--- config.mk ---
export PLATFORM = sky130hd
export DESIGN_NAME = mux_n_pipe
export DESIGN_NICKNAME = d
export VERILOG_FILES = /design/src/rtl/datapath_defs.sv /design/src/rtl/skid_buf_2.sv /design/src/rtl/mux_n_pipe.sv
export SDC_FILE = /design/constraint.sdc
export NUM_CORES = 1
export LEC_CHECK = 0
export BUFFER_PORTS_ARGS = -buffer_cell sky130_fd_sc_hd__buf_2
export CAP_MARGIN = 10
export CORE_MARGIN = 2
export CORE_UTILIZATION = 35
export DETAILED_ROUTE_END_ITERATION = 8
export PLACE_DENSITY_LB_ADDON = 0.3
export SYNTH_ARGS = -nofsm -noshare
export SYNTH_HDL_FRONTEND = slang
export SYNTH_SLANG_ARGS = --single-unit
--- constraint.sdc ---
create_clock -name clk -period 1.87 [get_ports clk]
set_clock_uncertainty 0.2 [all_clocks]
set_input_delay 0.2805 -clock clk [delete_from_list [all_inputs] [get_ports clk]]
set_output_delay 0.2805 -clock clk [all_outputs]
set_load 0.05 [all_outputs]
--- src/rtl/datapath_defs.sv ---
// Shared datapath constants: word width, default select word and the selector
// codes used by the multicycle datapath sources.
package datapath_defs;

    localparam int unsigned WORD_W = 32;
    localparam logic [WORD_W-1:0] DEFAULT_VAL = '0;

    // Source indices on the datapath selector inputs.
    typedef enum logic [2:0] {
        SelPc       = 3'd0,
        SelAluOut   = 3'd1,
        SelMdr      = 3'd2,
        SelShift    = 3'd3,
        SelConst4   = 3'd4,
        SelImm      = 3'd5,
        SelImmShl2  = 3'd6
    } dp_sel_e;

    localparam int unsigned DP_NUM_SEL = 7;

    // Occupancy of the two-entry skid buffer.
    typedef enum logic [1:0] {
        StEmpty = 2'd0,
        StOne   = 2'd1,
        StFull  = 2'd2
    } skid_state_e;

endpackage

--- src/rtl/skid_buf_2.sv ---
// Generic two-entry FIFO-ordered valid/ready buffer; in_ready is registered so
// there is no combinational path from out_ready_i back to the producer.
module skid_buf_2
    import datapath_defs::*;
#(
    parameter int unsigned WIDTH = 33
) (
    input  logic             clk_i,
    input  logic             rst_ni,
    input  logic             flush_i,
    input  logic [WIDTH-1:0] in_data_i,
    input  logic             in_valid_i,
    output logic             in_ready_o,
    output logic [WIDTH-1:0] out_data_o,
    output logic             out_valid_o,
    input  logic             out_ready_i
);

    skid_state_e      state_q;
    logic [WIDTH-1:0] head_q;
    logic [WIDTH-1:0] tail_q;
    logic             in_ready_q;
    logic             out_valid_q;

    logic push;
    logic pop;

    assign push = in_valid_i && in_ready_q;
    assign pop  = out_valid_q && out_ready_i;

    always_ff @(posedge clk_i) begin
        if (!rst_ni) begin
            state_q     <= StEmpty;
            head_q      <= '0;
            tail_q      <= '0;
            in_ready_q  <= 1'b1;
            out_valid_q <= 1'b0;
        end else if (flush_i) begin
            // Head data is left in place; only occupancy is discarded.
            state_q     <= StEmpty;
            in_ready_q  <= 1'b1;
            out_valid_q <= 1'b0;
        end else begin
            unique case (state_q)
                StEmpty: begin
                    if (push) begin
                        head_q      <= in_data_i;
                        state_q     <= StOne;
                        out_valid_q <= 1'b1;
                    end
                end
                StOne: begin
                    if (push && !pop) begin
                        tail_q     <= in_data_i;
                        state_q    <= StFull;
                        in_ready_q <= 1'b0;
                    end else if (push && pop) begin
                        head_q <= in_data_i;
                    end else if (pop) begin
                        state_q     <= StEmpty;
                        out_valid_q <= 1'b0;
                    end
                end
                StFull: begin
                    if (pop) begin
                        head_q     <= tail_q;
                        state_q    <= StOne;
                        in_ready_q <= 1'b1;
                    end
                end
                default: begin
                    state_q     <= StEmpty;
                    in_ready_q  <= 1'b1;
                    out_valid_q <= 1'b0;
                end
            endcase
        end
    end

    assign in_ready_o  = in_ready_q;
    assign out_data_o  = head_q;
    assign out_valid_o = out_valid_q;

endmodule

--- src/rtl/mux_n_pipe.sv ---
// Registered N-way word selector: flags out-of-range selects, counts them, and
// hands {err, word} to a two-entry elastic buffer with valid/ready handshake.
module mux_n_pipe
    import datapath_defs::*;
#(
    parameter int unsigned WIDTH              = datapath_defs::WORD_W,
    parameter int unsigned N_IN               = 7,
    parameter int unsigned SEL_W              = 3,
    parameter logic [WIDTH-1:0] DEFAULT_VAL   = WIDTH'(datapath_defs::DEFAULT_VAL),
    parameter int unsigned CNT_W              = 8
) (
    input  logic                  clk,
    input  logic                  reset_n,
    input  logic [N_IN*WIDTH-1:0] in_bus,
    input  logic [SEL_W-1:0]      selector,
    input  logic                  in_valid,
    output logic                  in_ready,
    input  logic                  flush,
    output logic [WIDTH-1:0]      out,
    output logic                  out_sel_err,
    output logic                  out_valid,
    input  logic                  out_ready,
    output logic [CNT_W-1:0]      err_count
);

    if (N_IN < 2 || N_IN > (2 ** SEL_W)) begin : g_bad_params
        $error("mux_n_pipe: N_IN must be in 2..2**SEL_W");
    end

    localparam logic [SEL_W:0] NInW = (SEL_W + 1)'(N_IN);

    logic [WIDTH-1:0] sel_word;
    logic             sel_err;
    logic             buf_in_ready;
    logic             accept;
    logic [CNT_W-1:0] err_count_q;
    logic [CNT_W-1:0] err_count_d;

    always_comb begin
        sel_word = DEFAULT_VAL;
        for (int unsigned k = 0; k < N_IN; k++) begin
            if (selector == SEL_W'(k)) begin
                sel_word = in_bus[k*WIDTH +: WIDTH];
            end
        end
    end

    assign sel_err = ({1'b0, selector} >= NInW);

    // Gate with reset so the producer sees not-ready for the whole reset window.
    assign in_ready = buf_in_ready && reset_n;
    assign accept   = in_valid && in_ready;

    // Counts every accepted bad select, even one discarded by a same-cycle flush.
    always_comb begin
        err_count_d = err_count_q;
        if (accept && sel_err && (err_count_q != {CNT_W{1'b1}})) begin
            err_count_d = err_count_q + CNT_W'(1);
        end
    end

    always_ff @(posedge clk) begin
        if (!reset_n) begin
            err_count_q <= '0;
        end else begin
            err_count_q <= err_count_d;
        end
    end

    assign err_count = err_count_q;

    skid_buf_2 #(
        .WIDTH (WIDTH + 1)
    ) u_skid_buf (
        .clk_i       (clk),
        .rst_ni      (reset_n),
        .flush_i     (flush),
        .in_data_i   ({sel_err, sel_word}),
        .in_valid_i  (in_valid),
        .in_ready_o  (buf_in_ready),
        .out_data_o  ({out_sel_err, out}),
        .out_valid_o (out_valid),
        .out_ready_i (out_ready)
    );

endmodule
## Word level (Yosys, flattened, before mapping)

Index checks and enable logic that the tools add are counted.

- Memory bits (read-only): 0
- Output and inout port bits: 43
- Flip-flop bits (word level): 78
- Memory bits (writable): 0
- Memories kept: 0
- Latch bits: 0
- Bits of input ports: 232
- Word-level logic and storage cells: 74

- Order comparisons: 1
- Divide/modulo/power cells: 0
- Multiplexer cells: 26
- Add/subtract/negate cells: 1
- Reductions and logical operators: 18
- Multiply operators: 0
- Bitwise operators: 4
- Shift-type cells: 0
- Equality and inequality tests: 18

Operator list:

| operator | number |
|---|---|
| $mux W32 | 7 |
| $mux W33 | 4 |
| $pmux W33 S3 | 1 |
| $mux W2 | 5 |
| $ne A2 B1 Y1 const B | 5 |
| $eq A3 B3 Y1 const B | 3 |
| $add A8 B1 Y8 const B | 1 |
| $logic_and A1 B1 Y1 | 8 |
| $ne A8 B8 Y1 const B | 1 |
| $eq A3 B2 Y1 const B | 2 |
| $mux W1 | 6 |
| $pmux W1 S3 | 2 |
| $pmux W2 S3 | 1 |
| $reduce_and A3 Y1 | 2 |
| $reduce_and A6 Y1 | 1 |
| $reduce_and A5 Y1 | 1 |
| $ne A2 B2 Y1 const B | 2 |
| $not A1 Y1 | 4 |
| $reduce_and A4 Y1 | 1 |
| $eq A3 B1 Y1 const B | 1 |
| $ge A3 B3 Y1 const B | 1 |
| $logic_not A3 Y1 | 1 |
| $ne A3 B1 Y1 const B | 1 |
| $ne A3 B2 Y1 const B | 1 |
| other kinds (6) | 6 |

## Depth between registers and ports, before layout

- Word-level depth: 11
- Gate-level depth with buffers: 8
- Gate-level depth less buffers: 5

## By module

A second synthesis with hierarchy kept.

- Cell total of the unflattened synthesis: 685
- Area total of the unflattened synthesis: 5691.7 um2

By module, submodules not included:

| module | cells an instance | times used | area an instance (um2) | seq. area each (um2) |
|---|---|---|---|---|
| skid_buf_2 | 326 | 1 | 3175.5 | 1401.3 |
| mux_n_pipe | 359 | 1 | 2516.2 | 160.2 |

## Worst setup path before layout

Ideal clock, no wire load.

- Kind: register -> register
- From: register u_skid_buf.out_valid_q, in the netlist u_skid_buf.out_valid_o
- To: register u_skid_buf.head_q[10], in the netlist u_skid_buf.out_data_o[10]
- Stages on the path, launching flop included: 7
- Buffers on the path: 1
- Clock period less this slack: 2.088 ns
- Path slack: -0.218 ns
- Data required time: 1.596 ns
- Arrival: 1.814 ns
- Setup time: 0.074 ns
- Path through: dfxtp_1 -> and2_2 -> a211oi_2 -> or2_4 -> buf_6 -> or3_1 -> o211ai_2

- Longest elaborated chain between the ends: 5
- Elaborated cells on any way between the ends: 8
- Classes of those cells: eq/ne: 3; reduce/logical: 5

RTL lines:

| item | RTL line | text |
|---|---|---|
| from (decl) | skid_buf_2.sv:23 | `logic out_valid_q;` |
| from (signal assigned) | skid_buf_2.sv:37 | `out_valid_q <= 1'b0;` |
| from (signal assigned) | skid_buf_2.sv:42 | `out_valid_q <= 1'b0;` |
| from (signal assigned) | skid_buf_2.sv:49 | `out_valid_q <= 1'b1;` |
| $logic_and A1 B1 Y1 (*) | skid_buf_2.sv:29 | `assign pop = out_valid_q && out_ready_i;` |
| $logic_not A1 Y1 | skid_buf_2.sv:53 | `if (push && !pop) begin` |
| $logic_and A1 B1 Y1 | skid_buf_2.sv:53 |  |
| $ne A2 B2 Y1 (no line) | - |  |
| $reduce_and A6 Y1 (no line) (*) | - |  |
| to (signal assigned) | skid_buf_2.sv:47 | `head_q <= in_data_i;` |
| to (signal assigned) | skid_buf_2.sv:58 | `head_q <= in_data_i;` |
| to (signal assigned) | skid_buf_2.sv:66 | `head_q <= tail_q;` |
| to (decl) | skid_buf_2.sv:20 | `logic [WIDTH-1:0] head_q;` |

Mark *: on every way between the ends. The rest lies on a longest branch, timed or not.
A chain may end at the register's enable or synchronous reset.

## Final worst setup path

- From: register u_skid_buf.state_q[1]
- To: register u_skid_buf.head_q[10], in the netlist u_skid_buf.out_data_o[10]

- Longest elaborated chain between the ends: 3
- Elaborated cells on any way between the ends: 10
- Classes of those cells: eq/ne: 6; mux: 1; reduce/logical: 3

RTL lines:

| item | RTL line | text |
|---|---|---|
| from (decl) | skid_buf_2.sv:19 | `skid_state_e state_q;` |
| from (signal assigned) | skid_buf_2.sv:33 | `state_q <= StEmpty;` |
| from (signal assigned) | skid_buf_2.sv:40 | `state_q <= StEmpty;` |
| from (signal assigned) | skid_buf_2.sv:48 | `state_q <= StOne;` |
| $eq A2 B2 Y1, or another cell as far along | skid_buf_2.sv:44 | `unique case (state_q)` |
| $ne A2 B1 Y1 (no line), or another cell as far along | - |  |
| $reduce_and A6 Y1 (no line) | - |  |

Parallel ways exist; a longest one is shown, timed or not.

==> results.md <==
- The run finished, with violations left.
- The final reports fail on negative setup slack.
- The maximum vdd drop is 392 uV.
- For this design the ratio of total power to cell area is 621 nW/um^2.
- The routability-driven placement congestion ratio is 0.885.
- The largest driver fanout on the critical path is 18.
- The maximum number of pins on one net before global-route repair is 37.
- For this run, the slowest stage of the critical path takes 0.37 ns.
- The worst register-to-register path has a setup slack of -0.001 ns.
- The clock slew seen by the registers of the worst setup and hold paths is 0.06 ns.
- The upper clock frequency limit is 534 MHz.
- The relative max-transition margin is 0.651.
- The number of hold violations in the final report is 0.
- The library cell used most frequently in the layout, excluding fill and tap cells, is sky130_fd_sc_hd__buf_2.
- The gate count after technology mapping is 669.
- The initial antenna violation count is 2.
- The detailed-route wire length is 19.7 mm.
- TritonCTS built the clock tree.
- Counting I/O delays and the setup requirement, the final critical path takes 1.87 ns.
- Port buffering added 274 buffers.
- A synthesized cell averages 8.49 um^2.
- The worst setup path is launched from a flop.
- The number of max-slew violations in the final report was 0.
- The floorplan step defined a die boundary enclosing 17300 um^2.
- The synthesized design contains 0 enable-type register cells.
- Traced cell by cell, the critical path runs through and4bb_2 > a211oi_4 > or2_4 > buf_12 > or3_4 > o211ai_2.
- The path class of the lowest-slack min-delay path is input port to flop.
- The netlist area before placement is 5680 um^2.
- The initial core utilization is 0.358.
- Once layout is complete, the cells apart from fillers number 1170.
- The sequential cell area is 1570 um^2.
- Of all flip-flops after synthesis, the portion carrying an async set or reset was 0.
- Max-cap violations in this run came to 0.
- After floorplanning, the core was sized to cover 15900 um^2.
- Relative to the synthesized area, the layout overhead comes to 38.0%.
- Synthesis instantiated 57 different standard cells from the library.
- At the worst endpoint, the arrival time is 1.94 ns.
- The final setup violation count is 1.
- The critical path in this run is classified as flop to flop.
- After clock tree synthesis, the flow added hold-fix buffers numbering 0.
- In this run the count of I/O pins placed on the die edge is 275.
- The clock latency at the later pin of the worst-skew pair is 0.34 ns.
- The fraction of the yosys area taken by sequential cells is 0.275.
- The initialized floorplan defines 46 standard-cell rows.
- The number of sinks handled by clock tree synthesis is 78.
- The post-synth net total is 902.
- In this run, CTS created clock tree buffers numbering 9.
- STA classifies the critical path endpoint as a flop.
- After detailed routing, the average wire length per cell comes to 16.8 um.
- sky130_fd_sc_hd__dfxtp_1 takes more of the synthesized area than any other cell.
- The DRC violations left is 0.
- In the global route stage, overall resource usage came out at 0.217.
- The filler cells instantiated in the layout total 1574.
- The completed layout was analyzed and its total power is 4.87 mW.
- The net total in the final layout is 1180.
- The root buffer selected by CTS is sky130_fd_sc_hd__clkbuf_16.
- The maximum buffer depth of the clock tree is 2.
- The first TritonRoute pass finished after 7 iterations.
- The count of yosys warnings during synthesis is 0.
- The overall die height is 131 um.
- The area used by multi-input combinational logic is 3680 um^2.
- The minimum setup slack in the final design is -0.00104 ns.
- The leading register cell type out of synthesis is sky130_fd_sc_hd__dfxtp_1.
- Among all stages on the critical path, the largest delay is contributed by sky130_fd_sc_hd__or3_4.
- The detail route stage leaves a number of antenna-violating nets equal to 0.
- After synthesis, the cell types taking the most area are sky130_fd_sc_hd__dfxtp_1 27%, sky130_fd_sc_hd__mux2i_1 12%, sky130_fd_sc_hd__o22ai_1 5.5%.
- The horizontal die dimension is 131 um.
- The total number of vias is 6157.
- The total overflow left after global routing is 0.
- Setup repair after global routing could not meet its margin everywhere.
- The first-pass GRT wire length is 30.3 mm.
- The static power due to leakage is 3.76 nW.
- The via count of the first global-routing pass is 5746.
- The fraction of layout cells with a size suffix above 1 is 0.418.
- The post-detailed-placement half-perimeter wirelength is 15.4 mm.
- The portion of the clock cycle consumed by the worst path in the final layout is 1.00.
- In this run the post-CTS setup repair buffer count came out at 0.
- Of the post-synthesis cell area, the dominant cell type holds 0.275.
- The utilization after layout is 0.494.
- In this run the number of H-tree levels came out at 3.
- The register bit total from synthesis is 78.
- For the worst setup path, the data required time is 1.93 ns.
- Counting tap cells, the placed design contains a total of 1152 instances.
- In the layout the commonest cells are 272 x sky130_fd_sc_hd__buf_2, 70 x sky130_fd_sc_hd__dfxtp_1, 69 x sky130_fd_sc_hd__mux2i_1, 62 x sky130_fd_sc_hd__nand2_1, 51 x sky130_fd_sc_hd__buf_4.
- On the final layout, the worst hold slack is 0.0598 ns.
- At the pin with the least slew margin, the transition time is 0.524 ns.
- The detailed-route vias per instance is 5.26.
- For this block, the initial DRC count from the detailed router was 458.
cell families (layout without fill, tap and decap cells):
family                     Yosys count  after routing  synth area share
xor gates and xnor gates             3              3           0.00463
other                                0              2                 0
buffers and inverters               86            369            0.0819
DFF                                 78             78             0.275
AOI/OAI and AO/OA                  237            237             0.309
and+or+nand+nor                    177            177             0.170
adders and majority gates            1              1           0.00220
muxes                               87             87             0.157
state kept, by name, summed over array words and instances (netlist names):
register and count:
u_skid_buf.tail_q 33, u_skid_buf.out_valid_o 1, u_skid_buf.state_q 2, u_skid_buf.in_ready_o 1, err_count 8, u_skid_buf.out_data_o 33
per-layer routing:
layer	GRT usage	up-vias	wire length, um	part of all wire
met4	0.0700	0	385	0.020
met2	0.349	215	9090	0.46
li1	-	3083	-	-
met3	0.0305	27	1010	0.051
met1	0.301	2832	9180	0.47
met5	0	-	0	0
cell usage after synthesis (all sizes together) (15+ instances only):
cell    number
dfxtp       78
mux2i       69
nand2       63
o22ai       50
o21ai       45
buf         42
nor2        31
clkbuf      26
nand3       23
a21oi       20
nand3b      19
inv         18
mux2        18
o211a       18
o21a        18
a221o       17
o211ai      17
a22oi       15
or3         15
power breakdown:
| group | leakage, nW | internal [mW] | switching (mW) | total [mW] |
|---|---|---|---|---|
| Sequential | 0.637 | 1.72 | 0.0377 | 1.76 |
| Combinational | 2.99 | 0.635 | 0.786 | 1.42 |
| Clock | 0.135 | 0.975 | 0.710 | 1.69 |
| Total | 3.76 | 3.33 | 1.53 | 4.87 |
area by class of cell:
type	instances	area share
Multi-Input combinational cell	505	0.469
Timing Repair Buffer	335	0.250
Clock buffer	12	0.0327
Clock inverter	4	0.00383
Sequential cell	78	0.201
Tap cell	216	0.0345
Antenna cell	2	0.000638
Inverter	18	0.00862
final timing paths:
check | start | end | cells after the start
setup / recovery | u_skid_buf.state_q[1] | u_skid_buf.out_data_o[10] | 6
hold reg to reg | u_skid_buf.tail_q[20] | u_skid_buf.tail_q[20] | 2
hold / removal | out_ready | u_skid_buf.out_valid_o | 4
setup reg to reg | u_skid_buf.state_q[1] | u_skid_buf.out_data_o[10] | 6
through the flow:
step,TNS [ns],setup WS (ns),instance area (um^2)
after detailed placement,-5.30,-0.187,7520
after global routing,-0.348,-0.0421,7840
after floorplan,0,0.00346,5690
final,-0.00104,-0.00104,7840
after CTS,-0.000375,-0.000375,7800
after global placement,-18.47,-0.471,7510
critical path: cells and delay by family (launching register included):
family	cells	cell delay, ns
buf+inv	1	0.16
compound gates	2	0.12
flops	1	0.34
simple gates	3	0.97
timing repair:
| action | in CTS | in global routing |
|---|---|---|
| pin swaps | 1 | 2 |
| gates resized for setup | 0 | 10 |
| endpoints found under the setup margin | 3 | 30 |
No activity file was read; power rests on OpenSTA's default activity.
